<file path="src/rtl/ll_sc_monitor.sv">
// LL/SC reservation monitor: tracks one linked word address for the MEM stage,
// kills it on flush, SC, matching external write or timeout, and grades each SC.
//
// Ports:
//   clk, rst (async, active-low)
//   flush                 - exception/ERET flush, kills the link and any same-cycle SC
//   ll_req, ll_addr       - LL in MEM this cycle and its effective address
//   sc_req, sc_addr       - SC in MEM this cycle and its effective address
//   snoop_we, snoop_addr  - committed write from another master
//   LLbit_o               - 1 while a link is held
//   link_addr_o           - linked word address (bits [1:0] = 0)
//   sc_store_en           - combinational write gate for the SC store
//   sc_done, sc_success   - registered SC completion pulse and result

module ll_sc_monitor #(
    parameter int ADDR_W       = 32,
    parameter int LINK_TIMEOUT = 1024,
    parameter int CNT_W        = 16
) (
    input  logic              clk,
    input  logic              rst,
    input  logic              flush,
    input  logic              ll_req,
    input  logic [ADDR_W-1:0] ll_addr,
    input  logic              sc_req,
    input  logic [ADDR_W-1:0] sc_addr,
    input  logic              snoop_we,
    input  logic [ADDR_W-1:0] snoop_addr,
    output logic              LLbit_o,
    output logic [ADDR_W-1:0] link_addr_o,
    output logic              sc_store_en,
    output logic              sc_done,
    output logic              sc_success
);

    typedef enum logic {
        IDLE   = 1'b0,
        LINKED = 1'b1
    } state_t;

    localparam bit TO_EN = (LINK_TIMEOUT > 0);

    // Last counter value of a link's life; unused when the timeout is disabled.
    localparam logic [CNT_W-1:0] CNT_LAST =
        CNT_W'((LINK_TIMEOUT > 0) ? LINK_TIMEOUT - 1 : 0);

    localparam logic [CNT_W-1:0] CNT_ONE = CNT_W'(1);

    state_t            state;
    logic [CNT_W-1:0]  cnt;
    logic [ADDR_W-1:0] link_addr;

    logic sc_match;
    logic snoop_hit;
    logic sc_ok;
    logic cnt_expired;

    // Word granularity: byte offset bits never take part in a match.
    assign sc_match  = (sc_addr[ADDR_W-1:2] == link_addr[ADDR_W-1:2]);

    assign snoop_hit = snoop_we &&
                       (snoop_addr[ADDR_W-1:2] == link_addr[ADDR_W-1:2]);

    // A same-cycle external write to the linked word beats the SC.
    assign sc_ok = rst &&
                   !flush &&
                   sc_req &&
                   (state == LINKED) &&
                   sc_match &&
                   !snoop_hit;

    assign sc_store_en = sc_ok;

    assign cnt_expired = TO_EN && (cnt == CNT_LAST);

    assign LLbit_o     = (state == LINKED);
    assign link_addr_o = link_addr;

    always_ff @(posedge clk or negedge rst) begin
        if (!rst) begin
            state      <= IDLE;
            cnt        <= '0;
            link_addr  <= '0;
            sc_done    <= 1'b0;
            sc_success <= 1'b0;
        end else if (flush) begin
            state      <= IDLE;
            cnt        <= '0;
            sc_done    <= 1'b0;
            sc_success <= 1'b0;
        end else if (sc_req) begin
            // Every SC consumes the link, whatever its outcome.
            state      <= IDLE;
            cnt        <= '0;
            sc_done    <= 1'b1;
            sc_success <= sc_ok;
        end else begin
            sc_done    <= 1'b0;
            sc_success <= 1'b0;
            if (ll_req) begin
                // LL wins over a same-cycle snoop and re-links from any state.
                state     <= LINKED;
                cnt       <= '0;
                link_addr <= {ll_addr[ADDR_W-1:2], 2'b00};
            end else if (state == LINKED) begin
                if (snoop_hit) begin
                    state <= IDLE;
                    cnt   <= '0;
                end else if (cnt_expired) begin
                    state <= IDLE;
                    cnt   <= '0;
                end else if (TO_EN) begin
                    cnt <= cnt + CNT_ONE;
                end
            end
        end
    end

    // Byte offsets are architecturally irrelevant to the reservation.
    logic unused_lsbs;
    assign unused_lsbs = ^{ll_addr[1:0], sc_addr[1:0], snoop_addr[1:0]};

endmodule

</file>
<file path="config.mk">
export PLATFORM = sky130hd
export DESIGN_NAME = ll_sc_monitor
export DESIGN_NICKNAME = d
export VERILOG_FILES = /design/src/rtl/ll_sc_monitor.sv
export SDC_FILE = /design/constraint.sdc
export NUM_CORES = 1
export LEC_CHECK = 0
export ABC_AREA = 1
export BUFFER_PORTS_ARGS = -buffer_cell sky130_fd_sc_hd__buf_2
export CORE_MARGIN = 3
export CORE_UTILIZATION = 42
export DETAILED_ROUTE_END_ITERATION = 6
export GPL_TIMING_DRIVEN = 1
export PLACE_DENSITY = 0.76
export REMOVE_ABC_BUFFERS = 1
export SETUP_SLACK_MARGIN = 0.2
export SLEW_MARGIN = 20
export SYNTH_ARGS = -nofsm -noshare
export SYNTH_HDL_FRONTEND = slang
export SYNTH_SLANG_ARGS = --single-unit
</file>
<file path="constraint.sdc">
create_clock -name clk -period 1.9 [get_ports clk]
set_clock_uncertainty 0.15 [all_clocks]
set_input_delay 0.285 -clock clk [delete_from_list [all_inputs] [get_ports clk]]
set_output_delay 0.285 -clock clk [all_outputs]
set_load 0.01 [all_outputs]
</file>
Word-level counts from Yosys, hierarchy flattened
Index checks and enable logic that the tools add are counted.
- register bits after elaboration: 49
- input bits: 102
- output and inout bits: 36
- word-level logic and storage cells: 37
- add/sub/neg operators: 1
- eq/ne operators: 3
- multiplexer cells: 16
- bitwise logic cells: 2
- reductions and logical operators: 10
- operators with widths (kind ; number):
    2-to-1 mux 16 bit ; 6
    == test 30 bit ; 2
    adder 16 x 1 -> 16 bit, second input constant ; 1
    == test 16 x 10 -> 1 bit, second input constant ; 1
    2-to-1 mux 1 bit ; 10
    logical AND 1 bit ; 6
    nonzero test 4 bit ; 1
    AND reduction 3 bit ; 1
    zero test 1 bit ; 2
    inverter 1 bit ; 2

Depth between registers and ports, before layout
Gate-level depths: netlist of the first run.
- depth in word-level cells: 8
- gate-level depth with buffers: 12
- depth with buffers taken out: 11

Worst setup path before layout of the first run
No wires, ideal clock.
- path type: register to output
- from: reg link_addr[15], in the netlist link_addr_o[15]
- to: out sc_store_en
- arrival time: 1.228 ns
- required time: 1.465 ns
- path slack: 0.237 ns
- stages on the path, launching flop included: 10
- path buffers: 0
- path through: dfrtp_1 > inv_2 > nand2_1 > o21ai_0 > or2_1 > nor2_1 > nand2_1 > nor2_1 > nand2_1 > nor2_1
- cells in the longest elaborated chain, start to end: 4
- elaborated cells between the ends (all ways): 6
- classes of those cells: eq/ne (2); reduce/logical (4)
- ends and longest elaborated chain (element ; line ; RTL):
    from (decl) ; 51 ; logic [ADDR_W-1:0] link_addr;
    from (signal assigned) ; 104 ; link_addr <= {ll_addr[ADDR_W-1:2], 2'b00};
    == test 30 bit ; 62 ; (snoop_addr[ADDR_W-1:2] == link_addr[ADDR_W-1:2]);
    logical AND 1 bit ; 61 ; assign snoop_hit = snoop_we &&
    zero test 1 bit ; 70 ; !snoop_hit;
    logical AND 1 bit * ; 69 ; sc_match &&
    to (decl) ; 31 ; output logic sc_store_en,
Mark *: on every way between the ends. The rest lies on a longest branch, timed or not.

Worst setup path after layout of the first run
- from: reg link_addr[27], in the netlist link_addr_o[27]
- to: out sc_store_en
The elaborated chain is that of the path after synthesis.

==> PnR_summary.wiki, run 1 <==
{| class="wikitable"
! Metric !! Value
|-
| Run status || finished, violations left
|-
| Failing checks || negative setup slack
|-
| Ports || roughly 140
|-
| Max-cap violations || 0
|-
| Final-report max-slew violation count || 0
|-
| Diodes inserted || 0
|-
| Syn. warnings || 0
|-
| Count of state elements after synthesis || 49
|-
| Total instance count after detailed placement || roughly 760
|-
| Clock root buffer master || sky130_fd_sc_hd__clkbuf_8
|-
| Worst-case setup margin in the final layout || -242 ps
|-
| DRT met1 WL || roughly 4100 um
|-
| Nets || 785
|-
| Nature of the critical path startpoint || flip-flop
|-
| Sequential element share of the synthesized area || between 30 and 40%
|-
| Placer congestion estimate || a little over 0.9
|-
| Switch share || between 30% and 40%
|-
| Number of sinks driven by the clock tree || 49
|-
| Power share of the combinational group || about 29%
|-
| Detailed placement HPWL || roughly 7700 um
|-
| Total via count in the routed design || approximately 3800
|-
| Setup-violating endpoint count in the final report || 1
|-
| Worst slew margin || ~57%
|-
| Switching pwr || ~0.00098 W
|-
| Worst hold-check path type || input pin to flip-flop
|-
| Setup repair after global routing missed its margin || true
|-
| Post-synth cell types || 39
|-
| Number of optimization iterations in the first detailed-route pass || 4
|-
| DR top layer || met4
|-
| Leading cell types by total area after synthesis || sky130_fd_sc_hd__dfrtp_1 (35%), sky130_fd_sc_hd__nand2_1 (19%), sky130_fd_sc_hd__inv_1 (7.8%)
|-
| Met2 routed wirelength || around 5200 um
|-
| Routed WL per cell || 12.9 um
|-
| Upper clock frequency limit || about 0.47 GHz
|-
| Number of placement rows || 32
|-
| Gate count of the mapped netlist || around 530
|-
| DRT Wirelength || 10100 um
|-
| Post-route setup TNS || -242 ps
|-
| Die Y-Extent || 96.8 um
|-
| Worst hold stages || 2
|-
| Count of placed standard cells in the final layout, fillers left out || 785
|-
| Vias in the first global route || around 3600
|-
| Post-CTS clock slew at the launch and capture registers of the worst setup and hold paths || around 100 ps
|-
| Library cell with the largest summed area after synthesis || sky130_fd_sc_hd__dfrtp_1
|-
| Routed met3 length || about 630 um
|-
| Longest Clk Path Bufs || 2
|-
| Final antenna-violating net count || 0
|-
| Final std cell area, no fill || approximately 4600 um^2
|-
| Mean Syn Cell Area || 6.49 um^2
|-
| CP endpoint kind || output port
|-
| Number of H-tree branching levels || 2
|-
| Worst EP required || approximately 1500 ps
|-
| Final Hold Viols || 0
|-
| Number of clock buffers inserted by TritonCTS || 5
|-
| Clock tree from TritonCTS || done
|-
| Register-to-register path setup slack || 190 ps
|-
| Ratio of total power to cell area || between 600 and 700 nW/um^2
|-
| Tcrit/Tclk final || 113%
|-
| First DRT Iteration DRCs || around 160
|-
| Worst Hold Margin || roughly 55 ps
|-
| Placed inst area || 4240 um^2
|-
| Combined area of all synthesized cells || about 3500 um^2
|-
| Pin count of the biggest net entering global routing || 50
|-
| Fraction of post-synthesis cell area in the top cell type by area || 35.4%
|-
| Area growth from synthesis to layout || 32.6%
|-
| Worst-case vdd ir drop || roughly 0.37 mV
|-
| Placeable core region || between 7000 and 8000 um^2
|-
| Most frequent cells in the layout || sky130_fd_sc_hd__nand2_1 (172), sky130_fd_sc_hd__buf_2 (129), sky130_fd_sc_hd__inv_1 (69)
|-
| First-pass GRT wire length || around 17000 um
|-
| Depth of the worst register-to-register path || 12
|-
| Overall Power || 0.00306 W
|-
| Global router's overall resource usage || 21.3%
|-
| Fraction of layout instances using a drive strength above 1 || 34.0%
|-
| Power share of the clock group || between 20% and 30%
|-
| Category of the critical setup timing path || flip-flop to output port
|-
| Leading cell type in the layout, fill and taps excluded || sky130_fd_sc_hd__nand2_1
|-
| Vias per inst || just under 5
|-
| Internal power || between 0.002 and 0.0025 W
|-
| Time the worst path needs with I/O delays and setup || 2140 ps
|-
| Relative contribution of sequential cells to total power || about two fifths
|-
| Leak Pwr || about 2.5 nW
|-
| Detailed-route DRC error count || 0
|-
| Die Width || a little under 100 um
|-
| Maximum fanout encountered on the critical timing path || 2
|-
| Later-pin clock latency in the skew report || roughly 310 ps
|-
| Total gr overflow || 0
|-
| Floorplan die area || between 9000 and 10000 um^2
|-
| Number of buffer cells added on primary ports || 129
|-
| Effective utilization at floorplan || 44.1%
|-
| Transition time at the pin with the least slew margin || roughly 650 ps
|-
| Number of antenna violations at the first check in global routing || 0
|-
| Critical Path AT || 1710 ps
|}
-- routing by layer --
layer | vias up | global-route usage (%)
li1 | 1913 | -
met1 | 1714 | 25.5
met2 | 130 | 38.4
met3 | 17 | 5.12
met4 | 0 | 4.97
met5 | - | 0
-- through the flow --
step | setup slack (ps) | util (%)
global placement | 90.8 | 54.0
global route | -378 | 58.5
finish | -242 | 58.5
CTS | -221 | 56.3
floorplan | -68.5 | -
detailed placement | 74.3 | 54.0
-- synth_stat cells (all sizes together) --
library cell / instances
buf: 9
nor2: 70
o21a: 1
clkbuf: 3
xor2: 6
nor3: 9
clkinv: 4
nand3: 28
a21oi: 35
o211ai: 1
mux2: 3
or2: 6
xnor2: 11
inv: 95
conb: 1
o22ai: 3
ha: 1
nand2: 177
nand4: 4
dfrtp: 49
o21ai: 15
o21bai: 1
a21boi: 1
-- state kept, by name, summed over array words and instances (netlist names) --
name / count
sc_done: 1
sc_success: 1
LLbit_o: 1
link_addr_o: 30
cnt: 16
-- logic make-up after synthesis --
logic type,share of synthesized area (%)
muxes,0.976
AOI/OAI and AO/OA,8.64
adders and majority gates,0.362
other,0.108
xor gates and xnor gates,4.30
DFF,35.4
and+or+nand+nor,37.3
buffers and inverters,12.9
-- area by class of cell --
class / count / area (um^2)
fill: 753 / 3260
multi-input combinational: 375 / 1890
sequential: 49 / 1230
timing repair buffer: 152 / 841
inverter: 99 / 373
tap: 102 / 128
clock buffer: 5 / 68.8
clock inverter: 3 / 65.1
-- what timing repair did --
item,4_1_cts,5_1_grt
pin swaps,2,10
gates cloned,0,1
buffers inserted,3,9
hold buffers,1,0
setup endpoints to repair,18,18
hold endpoints to repair,49,0
resized for setup,4,27
-- power by group through the flow --
stage                     Clock [W]  Combinational, W  Sequential, W
after floorplan                   0          0.000403        0.00133
after global placement            0          0.000806        0.00128
after detailed placement          0          0.000822        0.00129
after CTS                  0.000917          0.000850        0.00127
after global routing       0.000962           0.00100        0.00129
final                      0.000900          0.000891        0.00127
-- worst max-delay path: stages (launching register included) --
cell	delay, ps
sky130_fd_sc_hd__dfrtp_1	410
sky130_fd_sc_hd__buf_6	120
sky130_fd_sc_hd__nand2_1	60
sky130_fd_sc_hd__nand2_1	70
sky130_fd_sc_hd__inv_1	60
sky130_fd_sc_hd__nand2_1	40
sky130_fd_sc_hd__nor2_1	90
sky130_fd_sc_hd__nand2_1	80
sky130_fd_sc_hd__nor2_2	150
sky130_fd_sc_hd__nand2_4	70
sky130_fd_sc_hd__inv_1	70
sky130_fd_sc_hd__nor2_1	40
sky130_fd_sc_hd__buf_2	140
-- worst paths after layout --
| kind | startpoint | end |
|---|---|---|
| max | link_addr_o[27] | sc_store_en |
| min | ll_addr[18] | link_addr_o[18] |
| max reg2reg | link_addr_o[27] | cnt[15] |
| min reg2reg | cnt[15] | cnt[15] |
| max in group asynchronous | rst | link_addr_o[6] |
| min in group asynchronous | rst | link_addr_o[17] |
(Power assumes the default switching activity.)
==> inputs of run 2 (changes only) <==
==> constraint.sdc (replaced) <==
create_clock -name clk -period 1.9 [get_ports clk]
set_clock_uncertainty 0.15 [all_clocks]
set_input_delay 0.38 -clock clk [delete_from_list [all_inputs] [get_ports clk]]
set_output_delay 0.38 -clock clk [all_outputs]
set_load 0.01 [all_outputs]
==> run 2 against run 1 <==
The flow still finishes with violations (negative setup slack). Register-to-register slack worse by 50 ps. First-iteration DRC count down 6.9%. Sequential share of layout area up 0.29 points. Clock-buffer cell count unchanged. Final area down 1.1%. Critical endpoint unchanged. Largest cell class unchanged. Largest power group unchanged. Highest routed layer unchanged.
==> PnR_summary.wiki, run 2 (same netlist as run 1, synthesis figures left out) <==
{| class="wikitable"
! Metric !! Value
|-
| Clock root buffer master || sky130_fd_sc_hd__clkbuf_8
|-
| First DRT Iteration DRCs || between 100 and 150
|-
| Final-report max-slew violation count || 0
|-
| Ratio of total power to cell area || about 650 nW/um^2
|-
| Final Util || 57.8%
|-
| Reg2reg end || cnt[2]
|-
| Transition time at the pin with the least slew margin || 645 ps
|-
| Ports || 138
|-
| Critical Path AT || ~1700 ps
|-
| Sequential cell area || ~1200 um^2
|-
| Internal power || 0.00196 W
|-
| Pin count of the biggest net entering global routing || 50
|-
| Nets || 787
|-
| Setup-violating endpoint count in the final report || 1
|-
| Switching pwr || ~0.00099 W
|-
| Vias per inst || between 4 and 5
|-
| Worst-case vdd ir drop || ~0.50 mV
|-
| Vias in the first global route || approximately 3700
|-
| Upper clock frequency limit || around 0.45 GHz
|-
| Number of clock buffers inserted by TritonCTS || 5
|-
| Die Width || 96.8 um
|-
| CP endpoint kind || output port
|-
| Die Y-Extent || 96.8 um
|-
| Fraction of layout instances using a drive strength above 1 || around 33%
|-
| Post-CTS clock slew at the launch and capture registers of the worst setup and hold paths || roughly 100 ps
|-
| Setup repair after global routing missed its margin || true
|-
| Maximum fanout encountered on the critical timing path || 4
|-
| Number of antenna violations at the first check in global routing || 0
|-
| Run status || finished, violations left
|-
| First-pass GRT wire length || 16900 um
|-
| Diodes inserted || 0
|-
| Placer congestion estimate || roughly 0.98
|-
| Hold buffer count at CTS || 0
|-
| Tcrit/Tclk final || 116%
|-
| Effective utilization at floorplan || around 44%
|-
| Failing checks || negative setup slack
|-
| Multi-input gate area in the final layout || ~1900 um^2
|-
| Leak Pwr || 2.49 nW
|-
| Area growth from synthesis to layout || 31.2%
|-
| Power share of the combinational group || a little under a third
|-
| Worst EP required || about 1400 ps
|-
| Total via count in the routed design || 3733
|-
| Number of sinks driven by the clock tree || between 40 and 50
|-
| Number of buffer cells added on primary ports || approximately 130
|-
| Routed WL per cell || about 13 um
|-
| Floorplan die area || approximately 9400 um^2
|-
| Worst-case setup margin in the final layout || -310 ps
|-
| Max-cap violations || 0
|-
| Category of the critical setup timing path || flip-flop to output port
|-
| DRT Wirelength || 10100 um
|-
| Number of H-tree branching levels || 2
|-
| Layout fillers || approximately 740
|-
| Leading cell type in the layout, fill and taps excluded || sky130_fd_sc_hd__nand2_1
|-
| Relative contribution of sequential cells to total power || a little over two fifths
|-
| Post-route setup TNS || -310 ps
|-
| Longest Clk Path Bufs || 2
|-
| Power share of the clock group || 26.3%
|-
| Final antenna-violating net count || 0
|-
| Switch share || 33.6%
|-
| Clock tree from TritonCTS || done
|-
| Depth of the worst register-to-register path || 13
|-
| Number of placement rows || 32
|-
| Most frequent cells in the layout || sky130_fd_sc_hd__nand2_1 (172), sky130_fd_sc_hd__buf_2 (129), sky130_fd_sc_hd__inv_1 (70)
|-
| Later-pin clock latency in the skew report || 310 ps
|-
| Register-to-register path setup slack || approximately 140 ps
|-
| Worst hold-check path type || input pin to async pin
|-
| Final Hold Viols || 0
|-
| Max FFs per register || 30
|-
| Time the worst path needs with I/O delays and setup || approximately 2200 ps
|-
| Worst slew margin || between 50% and 60%
|-
| Placeable core region || ~7800 um^2
|-
| Total gr overflow || 0
|-
| Number of optimization iterations in the first detailed-route pass || 4
|-
| Detailed-route DRC error count || 0
|-
| Launching point of the worst reg2reg path || link_addr_o[31]
|-
| Global router's overall resource usage || 21.5%
|-
| Detailed placement HPWL || just under 8000 um
|-
| Nature of the critical path startpoint || flip-flop
|}
[run 2: cell types whose count changed in the layout (fill, tap and decap cells not counted), moves of 2 or more]
cell	delta
sky130_fd_sc_hd__buf_6	-2
sky130_fd_sc_hd__nand3_2	-6
sky130_fd_sc_hd__buf_4	+6
sky130_fd_sc_hd__nand3_1	+7
[run 2: layer usage]
| metal | GRT usage (%) | wire length, um | part of all wire (%) |
|---|---|---|---|
| met3 | 4.33 | 602 | 6.0 |
| met4 | 6.70 | 255 | 2.5 |
| met2 | 38.0 | 5080 | 50 |
| met5 | 0 | 0 | 0 |
| met1 | 26.2 | 4150 | 41 |
[run 2: critical path: stages (launching register included)]
cell	delay, ps
sky130_fd_sc_hd__dfrtp_1	420
sky130_fd_sc_hd__buf_4	130
sky130_fd_sc_hd__inv_2	30
sky130_fd_sc_hd__nand2_1	40
sky130_fd_sc_hd__nand2_1	50
sky130_fd_sc_hd__inv_1	40
sky130_fd_sc_hd__nand2_1	50
sky130_fd_sc_hd__nor2_1	90
sky130_fd_sc_hd__nand2_1	90
sky130_fd_sc_hd__nor2_2	130
sky130_fd_sc_hd__nand2_4	60
sky130_fd_sc_hd__inv_1	60
sky130_fd_sc_hd__nor2_1	40
sky130_fd_sc_hd__buf_2	140
[run 2: metrics by stage]
step | area, um^2 | total power [W] | setup WS [ps] | hold slack [ps] | std cells
after floorplan | 3390 | 0.00173 | -163 | -65.6 | 522
after global placement | 4290 | 0.00211 | -66.1 | 317 | 770
after detailed placement | 4290 | 0.00213 | -63.4 | 330 | 770
after CTS | 4470 | 0.00294 | -314 | 71.6 | 783
after global routing | 4540 | 0.00315 | -455 | 99.1 | 787
final | 4540 | 0.00295 | -310 | 57.0 | 787
[run 2: cell type report]
type | instances | share of cell area (%)
multi-input cells | 375 | 41.0
flip-flops and latches | 49 | 27.0
repair buffers | 154 | 18.4
inverters | 99 | 8.21
well taps | 102 | 2.81
clock buffers | 5 | 1.52
clock inverters | 3 | 1.02
[run 2: how the worst max path moves through the flow]
stage | startpoint | endpoint | slack, ps
final | link_addr_o[31] | sc_store_en | -310
after CTS | link_addr_o[5] | sc_store_en | -310
after global placement | sc_addr[14] | sc_store_en | -70
after detailed placement | sc_addr[14] | sc_store_en | -60
after global routing | link_addr_o[11] | sc_store_en | -450
after floorplan | flush | link_addr_o[12] | -160
[run 2: timing repair]
action | 4_1_cts | 5_1_grt
pin swaps | 11 | 6
cloned | 1 | 0
setup endpoints to repair | 18 | 18
setup buffers | 4 | 4
resized for setup | 8 | 11
[run 2: power groups by stage]
stage / logic (W) / registers (W) / clock network, W
after floorplan: 0.000403 / 0.00133 / 0
after global placement: 0.000830 / 0.00128 / 0
after detailed placement: 0.000844 / 0.00129 / 0
after CTS: 0.000879 / 0.00127 / 0.000798
after global routing: 0.00103 / 0.00129 / 0.000832
final: 0.000908 / 0.00127 / 0.000777
